==> src/rtl/mem_arbiter.sv <==
// Two-port cache-line arbiter: icache reads and data-side reads/writes share one memory port.
// Round-robin on ties, registered memory request, combinational response routing.
module mem_arbiter #(
  parameter int ADDR_W = 32,
  parameter int LINE_W = 256,
  parameter int CNT_W  = 32
) (
  input  logic              clk,
  input  logic              rst,
  input  logic              i_read,
  input  logic [ADDR_W-1:0] i_address,
  output logic [LINE_W-1:0] i_rdata,
  output logic              i_resp,
  input  logic              d_read,
  input  logic              d_write,
  input  logic [ADDR_W-1:0] d_address,
  input  logic [LINE_W-1:0] d_wdata,
  output logic [LINE_W-1:0] d_rdata,
  output logic              d_resp,
  output logic              mem_read,
  output logic              mem_write,
  output logic [ADDR_W-1:0] mem_address,
  output logic [LINE_W-1:0] mem_wdata,
  input  logic [LINE_W-1:0] mem_rdata,
  input  logic              mem_resp,
  output logic [CNT_W-1:0]  i_grant_count,
  output logic [CNT_W-1:0]  d_grant_count
);

  // state   | meaning
  // IDLE    | no transaction in flight, grants are made here
  // I_READ  | icache line read on memory port
  // D_READ  | data-side line read on memory port
  // D_WRITE | data-side line write on memory port
  typedef enum logic [1:0] {IDLE, I_READ, D_READ, D_WRITE} state_t;

  state_t state;
  logic   last_d;
  logic   d_req;
  logic   grant_i;
  logic   grant_d;

  assign d_req = d_read | d_write;
  // On a tie the port that was not granted last wins.
  assign grant_i = i_read && (!d_req || last_d);
  assign grant_d = d_req && !grant_i;

  always_ff @(posedge clk) begin
    if (!rst) begin
      state         <= IDLE;
      last_d        <= 1'b1;
      mem_read      <= 1'b0;
      mem_write     <= 1'b0;
      mem_address   <= '0;
      mem_wdata     <= '0;
      i_grant_count <= '0;
      d_grant_count <= '0;
    end else begin
      case (state)
        IDLE: begin
          if (grant_i) begin
            state       <= I_READ;
            mem_read    <= 1'b1;
            mem_address <= i_address;
            last_d      <= 1'b0;
            if (i_grant_count != '1) i_grant_count <= i_grant_count + 1'b1;
          end else if (grant_d) begin
            mem_address <= d_address;
            last_d      <= 1'b1;
            if (d_grant_count != '1) d_grant_count <= d_grant_count + 1'b1;
            // A write wins over a simultaneous read on the data side.
            if (d_write) begin
              state     <= D_WRITE;
              mem_write <= 1'b1;
              mem_wdata <= d_wdata;
            end else begin
              state     <= D_READ;
              mem_read  <= 1'b1;
            end
          end
        end
        default: begin
          if (mem_resp) begin
            state     <= IDLE;
            mem_read  <= 1'b0;
            mem_write <= 1'b0;
          end
        end
      endcase
    end
  end

  always_comb begin
    i_resp  = (state == I_READ) && mem_resp;
    d_resp  = ((state == D_READ) || (state == D_WRITE)) && mem_resp;
    i_rdata = i_resp ? mem_rdata : '0;
    d_rdata = d_resp ? mem_rdata : '0;
  end

endmodule

==> config.mk <==
export PLATFORM = sky130hd
export DESIGN_NAME = mem_arbiter
export DESIGN_NICKNAME = d
export VERILOG_FILES = /design/src/rtl/mem_arbiter.sv
export SDC_FILE = /design/constraint.sdc
export NUM_CORES = 1
export LEC_CHECK = 0
export CORE_AREA = 2 2 557 559
export CTS_CLUSTER_DIAMETER = 60
export DETAILED_ROUTE_END_ITERATION = 10
export DIE_AREA = 0 0 559 561
export MAX_ROUTING_LAYER = met4
export PLACE_DENSITY_LB_ADDON = 0.08
export SYNTH_ARGS = -nofsm -noshare
export SYNTH_HDL_FRONTEND = slang
export SYNTH_SLANG_ARGS = --single-unit
==> constraint.sdc <==
create_clock -name clk -period 2.65 [get_ports clk]
set_input_delay 0.265 -clock clk [delete_from_list [all_inputs] [get_ports clk]]
set_output_delay 0.265 -clock clk [all_outputs]
set_load 0.005 [all_outputs]
== Yosys cells after proc, flatten, opt, wreduce, memory -nomap -nowiden ==
Cells that the tools add are included.

* Bits in registers: 357
* Bits in latches: 0
* RAM bits: 0
* Bits in read-only memories: 0
* Input bits: 582
* Word-level logic and storage cells: 60
* Memories kept: 0

* Add/subtract/negate cells: 2
* $mul: 0
* Div/mod/pow operators: 0
* $lt $le $gt $ge: 0
* Equality and inequality tests: 10
* Shift operators: 0
* Muxes and demuxes: 20
* Bitwise operators: 2
* Reduce and logical (&&, ||, !) cells: 18

{| class="wikitable"
|+ Operators by type and width
! kind !! number
|-
| $mux 256 || 2
|-
| $add 32x1->32 const B || 2
|-
| $mux 32 || 2
|-
| $ne 32x32->1 const B || 2
|-
| $mux 1 || 12
|-
| $reduce_and 4->1 || 3
|-
| $mux 2 || 4
|-
| $ne 2x2->1 const B || 3
|-
| $ne 3x3->1 const B || 2
|-
| $reduce_and 3->1 || 2
|-
| $eq 2x2->1 const B || 2
|-
| $logic_and 1x1->1 || 4
|-
| $reduce_and 2->1 || 2
|-
| $reduce_bool 2->1 || 2
|-
| $eq 2x1->1 const B || 1
|-
| $logic_not 1->1 || 2
|-
| $logic_not 2->1 || 1
|-
| $logic_or 1x1->1 || 2
|-
| $not 1->1 || 1
|-
| $or 1x1->1 || 1
|}

== Longest topological paths before layout ==
* Depth after elaboration: 9
* Mapped depth: 9

== Least setup slack after synthesis ==
OpenSTA, ideal clock, no wires.

* Path type: reg-to-reg
* From: reg d_grant_count[0]
* To: reg d_grant_count[26]
* Library setup time: 0.070 ns
* Arrival time: 2.229 ns
* Slack: 0.352 ns
* Cell stages (with the launch flop): 8
* Path buffers: 1
* Cell sequence: dfxtp_1 > ha_1 > nand4_4 > or4_1 > buf_2 > or4_4 > or3_1 > a21oi_1

* Cells in the longest elaborated chain, start to end: 2

{| class="wikitable"
|+ RTL lines
! element !! RTL line !! RTL
|-
| start: declaration || 27 || <nowiki>output logic [CNT_W-1:0] d_grant_count</nowiki>
|-
| start signal: assignment || 70 || <nowiki>if (d_grant_count != '1) d_grant_count <= d_grant_count + 1'b1;</nowiki>
|-
| parallel branches: the longest is 2 deep, another holds $add 32x1->32 || - ||
|}

Several ways; the timed one is not identified.
A chain may end at the register's enable or synchronous reset.

== Final worst setup path ==
* From: reg state[1]
* To: out d_rdata[124]

* Cells in the longest elaborated chain, start to end: 4

{| class="wikitable"
|+ RTL lines
! element !! RTL line !! RTL
|-
| start: declaration || 37 || <nowiki>state_t state;</nowiki>
|-
| start signal: assignment || 50 || <nowiki>state <= IDLE;</nowiki>
|-
| start signal: assignment || 62 || <nowiki>state <= I_READ;</nowiki>
|-
| start signal: assignment || 73 || <nowiki>state <= D_WRITE;</nowiki>
|-
| $eq 2x2->1 || 95 || <nowiki>d_resp = ((state == D_READ) || (state == D_WRITE)) && mem_resp;</nowiki>
|-
| $logic_or 1x1->1 (*) || 95 ||
|-
| $logic_and 1x1->1 (*) || 95 ||
|-
| $mux 256 (*) || 97 || <nowiki>d_rdata = d_resp ? mem_rdata : '0;</nowiki>
|-
| end: declaration || 18 || <nowiki>output logic [LINE_W-1:0] d_rdata,</nowiki>
|}

Every way passes the cells marked *; elsewhere a longest branch is shown, timed or not.

==> impl_results.md <==
* Status: complete, no violations
* Max-slew violation count at 0
* Vias per cell at between 2 and 3
* Area of the core at between 300000 and 400000 um2
* Reg area at 7152 um2
* Crit end category: output pin
* Sw Pwr at 7.356 mW
* Setup WS pre-CTS at -68.59 ps
* Worst setup path class: reg2out
* Vias in the first global route at 24010
* Die X-Extent at ~560 um
* Clk_lat worst skew at between 600 and 700 ps
* CTS tree: done
* Main flop type after synthesis: dfxtp_1
* CP cell instances: bufbuf_16, buf_16, and3_1, clkdlybuf4s50_1
* DR pass1 iterations at 5
* Non-Filler Instances at 8088
* Fmax at 387.5 MHz
* Slew HR at 37.77%
* Slowest CP cell: clkdlybuf4s50_1
* DRC at 0
* Setup TNS at 0 ps
* Sequential area share after synthesis at a little over two fifths
* Global Route Usage Sum at 17.76%
* Number of I/O pins at 1450
* P_leak at 17.31 nW
* Vias at 24210
* CTS root buf: clkbuf_16
* Pwr Density at ~550 nW/um2
* Setup ws final at a little under 70 ps
* Worst-path clk slew at 50 ps
* Antenna Violating Nets Remaining at 0
* CP required at around 2400 ps
* Max clock buf depth at 3
* Max cap viols at 0
* Port bufs at 1449
* Total gr overflow at 0
* Placed cell count at 7806
* Post-synth EDFFs at 0
* Slew @ Worst Pin at slightly above 900 ps
* Total CTS buffers at 75
* Final setup vio count at 0
* Final Hold Vio Count at 0
* Cell area after placement at 38230 um2
* Die area at around 310000 um2
* Clk sinks at ~360
* CP peak stage delay at 510 ps
* Post-Layout Inst Area at 42120 um2
* First-pass GRT wire length at 338.7 mm
* Post-synthesis cell type count at 56
* CTS H-tree lvls at 3
* Post-synthesis cell count at between 2000 and 2500
* Tcrit/Tclk final at 97.38%
* Iter 0 DRT Violations at 1173
* Initial core utilization at ~5.6%
* Area of the multi-input gates at 9281 um2
* WL/cell at approximately 35 um
* Layout cell share with drive strength beyond 1 at between 15 and 20%
* Seq pwr share at 25.8%
* Synth warnings at 0
* Die Ht at ~560 um
* Layout net count at 4410
* Startpoint Class: flip-flop
* CP max FO at 11
* Antenna violations before repair at 185
* Clock Skew at 53.68 ps
* Rows at about 200
* Final RePlAce weighted congestion at 0.9503
* Clk pwr share at 47.4%
* Gate power share at 26.8%
* Sw Share at 31.92%
* Post-Syn Area at around 17000 um2
* Maximum vdd ir drop at around 430 uV
* Fillcell total at 35200
* Average size of a mapped cell at 7.534 um2
* Worst EP arrival at ~2300 ps
* Final min period at 2581 ps
* Largest net degree at the start of global routing at 90
* Async set-reset flop share out of synthesis at 0%
* Unrepaired setup endpoints after global routing: yes
* Hold WC Path Type: in2reg
* Final Power at 23.05 mW
* Yosys reg bits at 357
* Internal at 15.69 mW
* P&R area growth vs syn at 145.2%
* Post-Route WL at 281.4 mm
* Net Count, Synth at 2864
* Post-DP HPWL at 239.9 mm
power by group through the flow:
stage                     registers [mW]  logic [mW]  clock network [mW]
final                               5.94        6.18                10.9
after global routing                5.99        6.58                11.7
after CTS                           5.95        6.37                11.5
after detailed placement            6.05        5.96                   0
after global placement              6.05        6.02                   0
after floorplan                     6.05        1.33                   0
worst max-delay path, delay by kind of cell (launching register included):
| family | cells | cell delay, ps |
|---|---|---|
| buffers and inverters | 3 | 1000 |
| flip-flops | 1 | 430 |
| AND/OR/NAND/NOR | 1 | 180 |
per-stage QoR:
| stage | hold WS (ps) | utilization (%) |
|---|---|---|
| floorplan | 401.0 | - |
| global placement | 441.9 | 12.43 |
| finish | 68.98 | 13.69 |
| global route | 59.70 | 13.68 |
| detailed placement | 445.7 | 12.43 |
| CTS | 34.00 | 13.63 |
cell type report:
type	count	area share [%]
inverters	12	0.1248
multi-input cells	1706	22.03
well taps	4120	12.24
repair buffers	1674	41.44
clock buffers	96	4.952
diodes	81	0.4812
flip-flops and latches	357	16.98
clock inverters	42	1.750
state kept, by name (all words and copies together), names as in the netlist:
signal	cells
mem_address	32
mem_read	1
state	2
mem_write	1
last_d	1
d_grant_count	32
i_grant_count	32
mem_wdata	256
Yosys cell counts (2+ instances only):
| cell type | number | area share [%] |
|---|---|---|
| nand4_1 | 20 | 0.73 |
| buf_6 | 2 | 0.13 |
| or2_2 | 3 | 0.11 |
| nor4_1 | 15 | 0.55 |
| a21oi_1 | 292 | 8.5 |
| nor3_1 | 6 | 0.17 |
| a2111oi_1 | 2 | 0.12 |
| and4_1 | 3 | 0.15 |
| clkbuf_1 | 167 | 3.6 |
| buf_1 | 4 | 0.087 |
| and3_1 | 263 | 9.6 |
| o211ai_1 | 2 | 0.087 |
| ha_1 | 2 | 0.15 |
| nand2b_1 | 13 | 0.47 |
| xnor2_1 | 14 | 0.71 |
| or3_1 | 19 | 0.69 |
| or2_1 | 2 | 0.073 |
| and2_1 | 257 | 9.4 |
| buf_2 | 31 | 0.90 |
| or4_1 | 15 | 0.66 |
| inv_1 | 11 | 0.24 |
| dfxtp_1 | 357 | 42 |
| nand2_1 | 552 | 12 |
| nor2_1 | 63 | 1.4 |
| xor2_1 | 3 | 0.15 |
| a211oi_1 | 35 | 1.5 |
| mux2i_1 | 42 | 2.4 |
| nand4_2 | 2 | 0.15 |
| nand3_1 | 21 | 0.61 |
| o21bai_1 | 3 | 0.13 |
| o31ai_1 | 14 | 0.61 |
| o21ai_0 | 21 | 0.61 |
kinds of logic (layout without fill, tap and decap cells):
kind of cell / after synthesis / after routing / synth area share [%]
and+or+nand+nor: 1266 / 1266 / 37.55
AOI/OAI and AO/OA: 379 / 379 / 12.27
DFF: 357 / 357 / 41.61
buffers and inverters: 217 / 1824 / 5.114
muxes: 42 / 42 / 2.448
xor gates and xnor gates: 17 / 17 / 0.8669
adders and majority gates: 2 / 2 / 0.1457
other: 0 / 81 / 0
per-layer routing:
metal / track usage [%] / part of all wire [%] / wire (um)
met1: 20.25 / 41 / 116400
met2: 28.67 / 46 / 130500
met3: 7.443 / 9.2 / 25820
met4: 4.171 / 3.1 / 8739
met5: - / 0 / 0
path summary, 6_finish.rpt:
path,startpoint,to,slack (ps),cells past startpoint
setup / recovery,state[1],d_rdata[124],70,4
hold / removal,rst,i_grant_count[21],70,3
setup reg to reg,state[1],d_grant_count[25],200,8
hold reg to reg,mem_wdata[130],mem_wdata[130],450,2
cells in the final DEF (no fill, tap or decap), types with 14 or more instances in the layout:
cell,instances
mux2i_1,42
clkbuf_16,79
and2_4,28
nand2_1,551
buf_4,177
dfxtp_1,355
bufinv_16,15
clkdlybuf4s15_1,17
clkdlybuf4s50_1,997
or4_1,15
o21ai_0,21
nor2_1,62
buf_2,63
buf_12,100
xnor2_1,14
o31ai_1,14
a21oi_1,292
or3_1,19
buf_6,23
nand4_1,20
and3_1,261
nand3_1,20
clkbuf_8,14
buf_16,23
a211oi_1,35
nor4_1,15
dlygate4sd2_1,136
clkbuf_2,33
clkdlybuf4s15_2,23
dlymetal6s2s_1,65
and2_1,226
diode_2,81
repair_timing:
item / 4_1_cts / 5_1_grt
gates cloned: 19 / 4
setup endpoints to repair: 438 / 263
resized for setup: 671 / 202
pin swaps: 2 / 2
hold buffers: 0 / 0
buffers inserted: 46 / 6
Power figures use the tool's default switching activity.
